### src/rtl/gamepad_pmod_tx.sv
// ---------------------------------------------------------------------------
// gamepad_pmod_tx : serialises two 12-bit gamepad states onto the PMOD
//                   latch/clk/data link, optionally repeating frames.
// Revision 1.0
// ---------------------------------------------------------------------------
`default_nettype none

module gamepad_pmod_tx #(
    parameter int unsigned CLK_DIV = 4,
    parameter int unsigned AUTO    = 0,
    parameter int unsigned GAP     = 16
) (
    input  logic        clk,
    input  logic        rst_n,
    input  logic        start,
    input  logic [11:0] buttons1,
    input  logic [11:0] buttons2,
    input  logic        present1,
    input  logic        present2,
    output logic        busy,
    output logic        done,
    output logic        pmod_latch,
    output logic        pmod_clk,
    output logic        pmod_data
);

    localparam int unsigned HW = $clog2(2 * CLK_DIV + 1);
    localparam int unsigned GW = (GAP > 1) ? $clog2(GAP) : 1;

    localparam logic [HW-1:0] HALF_LAST  = HW'(CLK_DIV - 1);
    localparam logic [HW-1:0] LATCH_LAST = HW'(2 * CLK_DIV - 1);
    localparam logic [HW-1:0] HALF_ONE   = HW'(1);
    localparam logic [GW-1:0] GAP_LAST   = GW'(GAP - 1);
    localparam logic [GW-1:0] GAP_ONE    = GW'(1);
    localparam logic [4:0]    LAST_BIT   = 5'd23;

    typedef enum logic [2:0] {
        IDLE     = 3'd0,
        SHIFT_LO = 3'd1,
        SHIFT_HI = 3'd2,
        LATCH    = 3'd3,
        DONE     = 3'd4,
        GAP_WAIT = 3'd5
    } state_t;

    state_t       state;
    state_t       state_next;
    logic         accept;
    logic         shift_step;
    logic         timed_state;
    logic [HW-1:0] half_cnt;
    logic [4:0]    bit_cnt;
    logic [GW-1:0] gap_cnt;
    logic [23:0]   shreg;

    always_ff @(posedge clk) begin
        if (!rst_n) begin
            state <= IDLE;
        end else begin
            state <= state_next;
        end
    end

    always_comb begin
        state_next  = state;
        accept      = 1'b0;
        shift_step  = 1'b0;
        timed_state = 1'b0;
        busy        = 1'b0;
        done        = 1'b0;
        pmod_latch  = 1'b0;
        pmod_clk    = 1'b0;
        pmod_data   = 1'b0;
        case (state)
            IDLE: begin
                if (start) begin
                    state_next = SHIFT_LO;
                    accept     = 1'b1;
                end
            end
            SHIFT_LO: begin
                timed_state = 1'b1;
                busy        = 1'b1;
                pmod_data   = shreg[23];
                if (half_cnt == HALF_LAST) begin
                    state_next = SHIFT_HI;
                end
            end
            SHIFT_HI: begin
                timed_state = 1'b1;
                busy        = 1'b1;
                pmod_clk    = 1'b1;
                pmod_data   = shreg[23];
                if (half_cnt == HALF_LAST) begin
                    shift_step = 1'b1;
                    state_next = (bit_cnt == LAST_BIT) ? LATCH : SHIFT_LO;
                end
            end
            LATCH: begin
                timed_state = 1'b1;
                busy        = 1'b1;
                pmod_latch  = 1'b1;
                if (half_cnt == LATCH_LAST) begin
                    state_next = DONE;
                end
            end
            DONE: begin
                done       = 1'b1;
                state_next = (AUTO != 0) ? GAP_WAIT : IDLE;
            end
            GAP_WAIT: begin
                // external start is deliberately not looked at here
                if (gap_cnt == GAP_LAST) begin
                    state_next = SHIFT_LO;
                    accept     = 1'b1;
                end
            end
            default: begin
                state_next = IDLE;
            end
        endcase
    end

    // Counters restart on every state change, so they never need to wrap.
    always_ff @(posedge clk) begin
        if (!rst_n) begin
            half_cnt <= '0;
            bit_cnt  <= '0;
            gap_cnt  <= '0;
            shreg    <= '0;
        end else begin
            if (timed_state && (state_next == state)) begin
                half_cnt <= half_cnt + HALF_ONE;
            end else begin
                half_cnt <= '0;
            end

            if ((state == GAP_WAIT) && (state_next == GAP_WAIT)) begin
                gap_cnt <= gap_cnt + GAP_ONE;
            end else begin
                gap_cnt <= '0;
            end

            if (accept) begin
                shreg   <= {present1 ? buttons1 : 12'hFFF,
                            present2 ? buttons2 : 12'hFFF};
                bit_cnt <= '0;
            end else if (shift_step) begin
                shreg   <= {shreg[22:0], 1'b0};
                bit_cnt <= bit_cnt + 5'd1;
            end
        end
    end

endmodule

`default_nettype wire

### config.mk
export PLATFORM = sky130hd
export DESIGN_NAME = gamepad_pmod_tx
export DESIGN_NICKNAME = d
export VERILOG_FILES = /design/src/rtl/gamepad_pmod_tx.sv
export SDC_FILE = /design/constraint.sdc
export NUM_CORES = 1
export LEC_CHECK = 0
export CORE_UTILIZATION = 45
export CTS_CLUSTER_SIZE = 12
export DETAILED_ROUTE_END_ITERATION = 6
export PLACE_DENSITY = 0.68
export RECOVER_POWER = 25
export SLEW_MARGIN = 20
export SYNTH_ARGS = -nofsm -noshare
export SYNTH_HDL_FRONTEND = slang
export SYNTH_SLANG_ARGS = --single-unit
### constraint.sdc
create_clock -name clk -period 1.6 [get_ports clk]
set_input_delay 0.32 -clock clk [delete_from_list [all_inputs] [get_ports clk]]
set_output_delay 0.32 -clock clk [all_outputs]
set_load 0.1 [all_outputs]
Word level (Yosys, flattened, before mapping) --
Index checks and enable logic that the tools add are counted.
Word-level totals: bits in registers 40, latch bits 0, RAM bits 0, memory bits (read-only) 0, output and inout bits 5, memories kept 0
Operators by class: $add $sub $neg 3, multiply operators 0, div/mod/pow operators 0, order comparisons 0, eq/ne operators 11, shift-type cells 0, mux-type cells 21, bitwise operators 1, reductions and logical operators 9
Operators by type and width (number):
- 24-bit 2-to-1 mux | 2
- 12-bit 2-to-1 mux | 2
- 3-bit 2-to-1 mux | 5
- 3-bit one-hot mux with 5 select lines | 1
- 3-bit equality test, second input constant | 3
- 1-bit 2-to-1 mux | 9
- 4-bit by 1-bit adder with 4-bit output, second input constant | 2
- 3-bit by 2-bit equality test with 1-bit output, second input constant | 2
- 5-bit by 1-bit adder with 5-bit output, second input constant | 1
- 5-bit equality test, second input constant | 1
- 4-bit by 2-bit equality test with 1-bit output, second input constant | 1
- 4-bit by 3-bit equality test with 1-bit output, second input constant | 1
- 4-bit equality test, second input constant | 1
- 2-bit AND reduction | 2
- 2-bit OR reduction | 2
- 3-bit by 1-bit equality test with 1-bit output, second input constant | 1
- 3-bit equality test | 1
- 3-bit zero test | 1
- 3-bit OR reduction | 1
- 1-bit logical AND | 2
- 2-bit 2-to-1 mux | 1
- 1-bit one-hot mux with 2 select lines | 1
- 2-bit nonzero test | 1
- 1-bit NOT | 1

Longest topological paths before layout --
Gate-level depths: netlist (run 1).
depth after elaboration 7, mapped depth 6

Worst setup path after synthesis (run 1) --
OpenSTA, ideal clock, no wires.
path type reg-to-reg, start point reg state[1], end point reg shreg[10], setup time 0.156 ns, arrival time 3.639 ns, required time 1.444 ns, setup slack -2.195 ns, cell stages (with the launch flop) 7, buffers on the path 2, period minus slack after synthesis 3.795 ns, path through dfxtp_1 buf_2 nor3b_1 nand2_2 buf_2 nand2_1 a311oi_2
Between the ends: word-level cells in the longest chain between the ends 3
Ends and longest elaborated chain:
- start: declaration | RTL line 46 | state_t state;
- start signal: assignment | RTL line 60 | state <= state_next;
- 3-bit equality test, or another cell as far along | RTL line 74 | case (state)
- 1-bit one-hot mux with 2 select lines / 1-bit 2-to-1 mux (equally long branches) | RTL line 74
- 24-bit 2-to-1 mux / 2-bit nonzero test (equally long branches)
- end signal: assignment | RTL line 145 | shreg <= {present1 ? buttons1 : 12'hFFF,
- end signal: assignment | RTL line 149 | shreg <= {shreg[22:0], 1'b0};
- end: declaration | RTL line 54 | logic [23:0] shreg;
Several ways; a longest one is shown, not always the timed one. A chain may end at the register's enable or synchronous reset.

Worst setup path after layout (run 1) --
start point reg half_cnt[1], end point reg shreg[4]
Between the ends: word-level cells in the longest chain between the ends 4
Ends and longest elaborated chain:
- start: declaration | RTL line 51 | logic [HW-1:0] half_cnt;
- start signal: assignment | RTL line 133 | half_cnt <= half_cnt + HALF_ONE;
- 4-bit by 2-bit equality test with 1-bit output | RTL line 94 | if (half_cnt == HALF_LAST) begin
- 1-bit 2-to-1 mux | RTL line 94
- 1-bit 2-to-1 mux | RTL line 74
- 2-bit nonzero test (no source line)
No other way between the ends.

==> flow_metrics.tcl, run 1 <==
set metrics [dict create \
    critical_path.startpoint_type "register" \
    dpl_worst_slack_ns -0.4310 \
    slew_headroom_pct 76.61 \
    die_x_um 69.80 \
    routabilityCongestion 0.7966 \
    seq_area_frac_synth_pct 38.72 \
    path_class "reg -> reg" \
    area_growth_syn_to_layout_pct 56.26 \
    cts_sinks 40 \
    nets 333 \
    via_count 1978 \
    min_path_type "reg -> reg" \
    setup_viol 28 \
    coreArea_mm2 0.004384 \
    power_density_mw_per_mm2 746.2 \
    first_global_vias 1957 \
    fmax_ghz 0.5896 \
    worstRegToRegCells 6 \
    maxSlewViolCount 0 \
    place_area_mm2 0.002778 \
    layout_setup_ws_ns -0.09595 \
    start_util_pct 47.17 \
    ctsHoldBuffers 0 \
    rr_endpoint "shreg[4]$_SDFFE_PN0P_" \
    drc 0 \
    yosys_warnings 0 \
    die_area_mm2 0.004871 \
    fin_worst_skew_ns 0.007253 \
    synth_top_area_share_pct 38.72 \
    first_pass_iters 4 \
    path_cells "ha_1 -> or3b_4 -> nor3_4 -> buf_12 -> nand2_1 -> a311oi_2" \
    cp.required_ns 1.79 \
    p_leak_nw 1.165 \
    crit_slowest_cell "or3b_4" \
    violations "negative setup slack" \
    ys_ff_latch 40 \
    io_pins 34 \
    antenna_found_initial 0 \
    worstReg2RegStart "half_cnt[1]$_SDFF_PN0_" \
    die_height_um 69.80 \
    synthTopCellsByArea "dfxtp_1, a311oi_2, nand2_1, nor3b_1, nor2_1" \
    wl_met1_um 2431 \
    clock_path_buffers 2 \
    synth_largest_area_cell "dfxtp_1" \
    avgSynthCellArea_um2 8.839 \
    grt_pass1_wl_um 9025 \
    htreeDepth 2 \
    nFillCells 305 \
    wl_um 5388 \
    cts_buffers 5 \
    grt_max_degree 26 \
    dpl.hpwl_um 3137 \
    synth_enable_flop_cells 0 \
    synth_ff_type "dfxtp_1" \
    fin_tns_setup_ns -1.807 \
    top_layer_used "met4" \
    drt_iter0_drc 156 \
    hold_path_end "bit_cnt[1]$_SDFFE_PP0P_" \
    cts_tree "yes" \
    drive_above_1_share_pct 40.07 \
    p_total_mw 2.412 \
    synth_cell_types 33 \
    r2r_setup_slack_ns -0.1 \
    synth_async_sr_flop_share_pct 0 \
    grt_setup_unrepaired "yes" \
    grt_usage_pct 23.04 \
    diodes 0 \
    whs_path_depth 2 \
    cp-end-kind "register" \
    ir_drop_mv 0.7472 \
    crit_path_max_incr_delay_ns 0.41 \
    design_area_mm2 0.003232 \
    netlist_instances 234 \
    fin_crit_ns 1.696 \
    path_clk_slew_ns 0.08 \
    netlist_area_mm2 0.002068 \
    row_count 24 \
    grt_remaining_overflow 0 \
    port_buffers 33 \
    final_hold_viol_count 0 \
    drv_cap 0 \
    worstSkewPairLatency_ns 0.29 \
    cp_max_fo 24 \
    cp.arrival_ns 1.89 \
    avgRoutedWirePerCell_um 15.22 \
    finalCritPeriodShare_pct 106.0 \
    wl_met2_um 2629 \
    worst_pin_slew_ns 0.3498 \
    drtAntennaViolNets 0 \
    avgViaCountPerCell 5.588 \
    wl_met3_um 188 \
    hp-start "bit_cnt[1]$_SDFFE_PP0P_" \
    syn-num-nets 266 \
    cts_root_buf "clkbuf_8" \
    status "finished, violations left" \
]
## layout make-up
type / count / area (µm²) / share of cell area [%]
Tap cell: 52 / 65.06 / 2.013
Sequential cell: 40 / 814.5 / 25.20
Clock buffer: 6 / 72.57 / 2.245
Inverter: 5 / 18.77 / 0.5807
Clock inverter: 2 / 35.03 / 1.084
Timing Repair Buffer: 78 / 867.1 / 26.83
Multi-Input combinational cell: 171 / 1359 / 42.04
## cell usage after synthesis (4+ instances only)
cell type	count
xnor2_1	4
inv_1	5
a311oi_1	5
dfxtp_1	40
a311oi_2	18
a21oi_1	5
buf_2	5
nand2_1	54
xor2_1	4
nor2_1	15
nand3_1	6
clkbuf_1	10
nor3b_1	27
## power breakdown
part | switching (mW) | total, mW | internal [mW]
Clock | 0.359 | 0.822 | 0.463
Combinational | 0.208 | 0.494 | 0.286
Sequential | 0.0411 | 1.10 | 1.05
## metrics by stage
stage / util (%) / hold slack [ns] / std cells
CTS: 72.12 / 0.4891 / 353
finish: 73.72 / 0.4857 / 354
global route: 73.72 / 0.5272 / 354
floorplan: - / 0.4176 / 234
global placement: 63.36 / 0.4601 / 327
detailed placement: 63.36 / 0.4645 / 327
## layer usage
layer / up-vias / track usage (%)
li1: 965 / -
met1: 955 / 29.84
met2: 43 / 36.75
met3: 15 / 4.942
met4: 0 / 10.22
met5: - / 0
## state kept, by name, summed over array words and instances, names as in the netlist
name / cells
shreg: 24
bit_cnt: 5
gap_cnt: 4
half_cnt: 4
state: 3
## critical path, delay by kind of cell, from the launching register on
family	cells	cell delay (ns)
and+or+nand+nor	3	0.66
adders and majority gates	1	0.16
buffers and inverters	1	0.19
AOI/OAI and AO/OA	1	0.24
DFF	1	0.34
## cell families (layout without fill, tap and decap cells)
logic type      after synthesis  after routing  synth area share (%)
mux                           1              1                0.4840
simple gates                121            121                 30.37
fa+ha+maj                     3              3                 1.815
compound gates               38             38                 19.66
xor+xnor                      8              8                 3.387
buf+inv                      23             91                 5.566
flops                        40             40                 38.72
## worst max-delay path by stage
| stage | start | endpoint | slack, ns | depth (start not counted) |
|---|---|---|---|---|
| 6_report | half_cnt[1]$_SDFF_PN0_ | shreg[4]$_SDFFE_PN0P_ | -0.1 | 6 |
| 2_1_floorplan | state[1]$_SDFF_PN0_ | shreg[8]$_SDFFE_PN0P_ | -0.47 | 6 |
| 3_3_place_gp | start | shreg[4]$_SDFFE_PN0P_ | -0.35 | 7 |
| 3_5_place_dp | start | shreg[4]$_SDFFE_PN0P_ | -0.43 | 7 |
| 5_1_grt | half_cnt[0]$_SDFF_PN0_ | shreg[22]$_SDFFE_PN0P_ | -0.16 | 6 |
| 4_1_cts | half_cnt[1]$_SDFF_PN0_ | shreg[4]$_SDFFE_PN0P_ | -0.15 | 6 |
## placed cells by master, fill, tap and decap left out, types with 3 or more instances in the layout
cell type / n
dfxtp_1: 33
nand2_1: 36
xor2_1: 4
nor3b_1: 22
xnor2_1: 3
dfxtp_2: 5
nor2b_1: 3
nor3b_2: 3
nand2b_1: 3
clkbuf_8: 5
buf_4: 28
buf_12: 11
nand3_1: 6
a21oi_1: 5
o21ai_0: 3
buf_6: 6
a311oi_2: 21
clkdlybuf4s50_1: 27
inv_1: 5
nor2_1: 12
nand2_2: 18
nor2_4: 3
## what timing repair did
action                                  CTS  global route
cloned                                    3             0
setup buffers                            15             1
gates resized for setup                  26            14
endpoints found under the setup margin   33            32
pin swaps                                 3             8
Note: power is estimated with default switching activity, not from simulation.
==> inputs of run 2 (changes only) <==
- CORE_ASPECT_RATIO: not set -> 0.9
==> run 2 against run 1 <==
Effect of this change: the run still ends with negative setup slack left; clock power is 27% lower; flip-flop and latch count stayed put; register-to-register slack hardly changed; global-route usage is 0.80 points lower; maximum frequency is 0.54% higher; core utilization is 2.3 points lower; highest routed layer unchanged; non-clock buffer count is 3 lower.
==> flow_metrics.tcl, run 2 (synthesized netlist as in run 1, its figures left out) <==
set metrics [dict create \
    rr_endpoint "shreg[3]$_SDFFE_PN0P_" \
    fin_worst_skew_ns 0.006903 \
    reg_top3 "shreg: 24 flops, bit_cnt: 5 flops" \
    coreArea_mm2 0.004432 \
    crit_path_start "half_cnt[0]$_SDFF_PN0_" \
    drive_above_1_share_pct 38.85 \
    fmax_ghz 0.5928 \
    register_area_um2 808.3 \
    dpl.hpwl_um 3179 \
    grt_usage_pct 22.24 \
    p_leak_nw 1.140 \
    port_buffers 33 \
    p_total_mw 2.174 \
    wl_met2_um 2320 \
    die_height_um 66.32 \
    path_clk_slew_ns 0.07 \
    antenna_found_initial 0 \
    switchingPower_uw 557.7 \
    maxSlewViolCount 0 \
    drc 0 \
    setup.worst_path.end "shreg[3]$_SDFFE_PN0P_" \
    setup_viol 27 \
    io_pins 34 \
    fin_crit_ns 1.687 \
    power_density_mw_per_mm2 687.3 \
    cts_root_buf "clkbuf_8" \
    critical_path.startpoint_type "register" \
    cp.arrival_ns 1.88 \
    first_global_vias 1736 \
    cp_max_fo 24 \
    violations "negative setup slack" \
    slew_headroom_pct 75.54 \
    dpl_worst_slack_ns -0.4663 \
    status "finished, violations left" \
    wl_um 5150 \
    ctsHoldBuffers 0 \
    layout_common_cells "nand2_1, dfxtp_1, clkdlybuf4s50_1, buf_4, nor3b_1" \
    routabilityCongestion 0.7633 \
    power.internal_mw 1.616 \
    avgRoutedWirePerCell_um 14.39 \
    start_util_pct 46.67 \
    die_area_mm2 0.004872 \
    cts_tree "yes" \
    avgViaCountPerCell 5.304 \
    r2r_setup_slack_ns -0.09 \
    clock_path_buffers 2 \
    top_register "shreg" \
    htreeDepth 2 \
    wl_met1_um 2603 \
    worst_pin_slew_ns 0.3657 \
    switching_share_pct 25.66 \
    grt_pass1_wl_um 8286 \
    final_hold_viol_count 0 \
    largest_reg_flops 24 \
    min_path_type "reg -> reg" \
    hp-start "shreg[17]$_SDFFE_PN0P_" \
    wl_met3_um 180 \
    cp.required_ns 1.80 \
    p_clk_share_pct 27.7 \
    finalCritPeriodShare_pct 105.4 \
    first_pass_iters 4 \
    drt_iter0_drc 149 \
    via_count 1899 \
    nFillCells 363 \
    worstSkewPairLatency_ns 0.28 \
    grt_max_degree 26 \
    fin_tns_setup_ns -1.152 \
    ir_drop_mv 0.5851 \
    grt_remaining_overflow 0 \
    multiInputGateArea_mm2 0.001331 \
    p_seq_share_pct 50.4 \
    top_layer_used "met4" \
    area_growth_syn_to_layout_pct 52.93 \
    worstReg2RegStart "half_cnt[0]$_SDFF_PN0_" \
    diodes 0 \
    drtAntennaViolNets 0 \
    cts_buffers 5 \
    cp-end-kind "register" \
    row_count 23 \
    path_class "reg -> reg" \
    drv_cap 0 \
    cts_sinks 40 \
    mostFrequentLayoutCell "nand2_1" \
    die_x_um 73.46 \
    combPwrFrac_pct 21.9 \
    layout_setup_ws_ns -0.08679 \
    nets 330 \
    worstRegToRegCells 6 \
    grt_setup_unrepaired "yes" \
]
[run 2: cell types whose count changed in the layout (fill, tap and decap cells not counted), moves of 2 or more]
| cell | previous run | this run |
|---|---|---|
| bufbuf_16 | 0 | 2 |
| nor3b_1 | 22 | 20 |
| nor3b_2 | 3 | 5 |
| a311oi_2 | 21 | 19 |
| a311oi_1 | 2 | 4 |
| dfxtp_4 | 2 | 0 |
| buf_16 | 2 | 0 |
[run 2: critical path, cell delays in order, from the launching register on]
cell and delay (ns):
dfxtp_2 0.33, ha_1 0.15, or3b_4 0.41, nor3_4 0.16, buf_12 0.19, nand2_1 0.09, a311oi_2 0.27
[run 2: worst min path at each step]
stage                     slack [ns]                      end  cells past startpoint
final                           0.49   shreg[18]$_SDFFE_PN0P_                      2
after global routing            0.50   shreg[19]$_SDFFE_PN0P_                      2
after CTS                       0.48  bit_cnt[1]$_SDFFE_PP0P_                      2
after detailed placement        0.47  bit_cnt[1]$_SDFFE_PP0P_                      2
after global placement          0.47  bit_cnt[1]$_SDFFE_PP0P_                      2
after floorplan                 0.42    gap_cnt[0]$_SDFF_PN0_                      1
[run 2: metrics by stage]
step | cell area (µm²) | hold slack, ns | util, % | cells
4_1_cts | 3100 | 0.4806 | 69.96 | 356
5_1_grt | 3163 | 0.5023 | 71.37 | 358
6_report | 3163 | 0.4881 | 71.37 | 358
3_5_place_dp | 2853 | 0.4717 | 64.37 | 342
3_3_place_gp | 2853 | 0.4659 | 64.37 | 342
2_1_floorplan | 2172 | 0.4176 | - | 234
[run 2: power by group through the flow]
stage	combinational [mW]	sequential, mW	clock [mW]
finish	0.476	1.10	0.602
detailed placement	0.416	1.11	0
global placement	0.409	1.11	0
floorplan	0.218	1.11	0
CTS	0.468	1.09	0.606
global route	0.506	1.10	0.656
[run 2: routing by layer]
layer | vias to the layer above | track usage, %
met5 | - | 0
met4 | 0 | 5.288
met3 | 7 | 5.183
met2 | 33 | 33.72
met1 | 908 | 31.62
li1 | 951 | -
[run 2: final cells by class]
type	count	area share (%)
Multi-Input combinational cell	171	42.09
Clock buffer	5	2.176
Tap cell	62	2.453
Timing Repair Buffer	75	27.14
Inverter	5	0.5934
Sequential cell	40	25.55
[run 2: repair_timing]
item,CTS,global route
pin swaps,3,0
setup buffers,7,2
resized for setup,18,11
cloned,2,0
endpoints found under the setup margin,34,35
==> inputs of run 3 (changes only) <==
- CORE_ASPECT_RATIO: 0.9 -> 1.2
- PLACE_DENSITY: 0.68 -> 0.72
==> run 3 against run 2 <==
Effect of this change: the run still ends with negative setup slack left; total power up 11%; clock-buffer cell count unchanged; global-route usage down 0.65 points; combinational power down 4.8%; flip-flop and latch count unchanged; clock skew about the same; critical path type unchanged; largest cell class unchanged.
==> flow_metrics.tcl, run 3 (synthesized netlist as in run 1, its figures left out) <==
set metrics [dict create \
    final_core_util_pct 75.36 \
    p_total_mw 2.403 \
    min_path_type "reg -> reg" \
    slew_headroom_pct 72.87 \
    fin_crit_ns 1.838 \
    htreeDepth 2 \
    layout_setup_ws_ns -0.2380 \
    p_leak_nw 1.224 \
    die_x_um 63.89 \
    critical_path.startpoint_type "register" \
    dpl.hpwl_um 3254 \
    layout_common_cells "dfxtp_1, buf_4, clkdlybuf4s50_1, nand2_1, nand2_2" \
    fin_worst_skew_ns 0.006577 \
    path_clk_slew_ns 0.09 \
    fin_cells 357 \
    cp-end-kind "register" \
    grt_setup_unrepaired "yes" \
    grt_max_degree 33 \
    grt_usage_pct 21.58 \
    mostFrequentLayoutCell "dfxtp_1" \
    path_cells "ha_4 -> or3b_4 -> nor3_4 -> buf_12 -> clkbuf_16 -> nand2_1 -> a311oi_1" \
    via_count 1976 \
    clock_path_buffers 2 \
    largest_reg_flops 24 \
    reg_top3 "shreg: 24 flops, bit_cnt: 5 flops" \
    nets 332 \
    avgViaCountPerCell 5.535 \
    worstSkewPairLatency_ns 0.30 \
    row_count 26 \
    cp.required_ns 1.80 \
    cts_sinks 40 \
    area_growth_syn_to_layout_pct 57.65 \
    cp.arrival_ns 2.03 \
    cts_buffers 5 \
    routabilityCongestion 0.8467 \
    power_density_mw_per_mm2 736.9 \
    drv_cap 0 \
    die_area_mm2 0.004872 \
    fin_tns_setup_ns -3.309 \
    final_hold_viol_count 0 \
    fmax_ghz 0.5441 \
    top_register "shreg" \
    cts_root_buf "clkbuf_8" \
    start_util_pct 47.80 \
    crit_slowest_cell "or3b_4" \
    grt_pass1_wl_um 8342 \
    coreArea_mm2 0.004327 \
    status "finished, violations left" \
    critPathBufInv 2 \
    dpl_worst_slack_ns -0.3492 \
    worst_pin_slew_ns 0.4057 \
    path_delay_family "simple AND/OR/NAND/NOR gates" \
    setup_viol 28 \
    cp_max_fo 12 \
    drc 0 \
    drive_above_1_share_pct 42.52 \
    ir_drop_mv 0.5932 \
    finalCritPeriodShare_pct 114.9 \
    drtAntennaViolNets 0 \
    ctsHoldBuffers 0 \
    avgRoutedWirePerCell_um 16.03 \
    path_class "reg -> reg" \
    first_global_vias 1863 \
    wl_um 5723 \
    first_pass_iters 4 \
    crit_path_max_incr_delay_ns 0.39 \
    io_pins 34 \
    violations "negative setup slack" \
    die_height_um 76.27 \
    cts_tree "yes" \
    place_inst 336 \
    antenna_found_initial 0 \
    r2r_setup_slack_ns -0.24 \
    drt_iter0_drc 109 \
    port_buffers 33 \
    diodes 0 \
    grt_remaining_overflow 0 \
    maxSlewViolCount 0 \
]
## run 3: path summary, 6_finish.rpt
kind	to	start	cells after the start
hold / removal	shreg[19]$_SDFFE_PN0P_	shreg[18]$_SDFFE_PN0P_	2
hold reg to reg	shreg[19]$_SDFFE_PN0P_	shreg[18]$_SDFFE_PN0P_	2
setup reg to reg	shreg[17]$_SDFFE_PN0P_	half_cnt[0]$_SDFF_PN0_	7
setup / recovery	shreg[17]$_SDFFE_PN0P_	half_cnt[0]$_SDFF_PN0_	7
## run 3: layout make-up
cell class	instances	area (µm²)
clock buffer	5	68.82
fill	303	1066
tap	56	70.07
sequential	40	814.5
clock inverter	3	42.54
timing repair buffer	77	854.6
inverter	5	18.77
multi-input combinational	171	1391
## run 3: timing repair
action	in CTS	in global routing
hold endpoints to repair	0	0
cloned	0	3
setup buffers	4	6
endpoints found under the setup margin	31	34
gates resized for setup	8	38
pin swaps	2	15
## run 3: routing by layer
metal / GRT usage (%) / up-vias / part of all wire, %
li1: - / 953 / -
met3: 4.940 / 8 / 3.1
met2: 35.85 / 42 / 52
met1: 26.92 / 973 / 44
met5: 0 / - / 0
met4: 7.727 / 0 / 1.4
## run 3: where the power goes
part | leakage (nW) | switching, mW | total, mW | internal (mW)
logic | 0.838 | 0.200 | 0.453 | 0.254
registers | 0.332 | 0.0529 | 1.11 | 1.05
clock network | 0.0541 | 0.382 | 0.844 | 0.462
## run 3: worst min-delay path, stage by stage (launching register included)
cell and delay, ns:
dfxtp_1 0.32, nand2_1 0.05, a311oi_1 0.07
## run 3: through the flow
step,area [µm²],hold WS [ns]
after floorplan,2172,0.4176
after global placement,2808,0.4614
after detailed placement,2808,0.4640
after CTS,2980,0.4776
after global routing,3261,0.5052
final,3261,0.4874
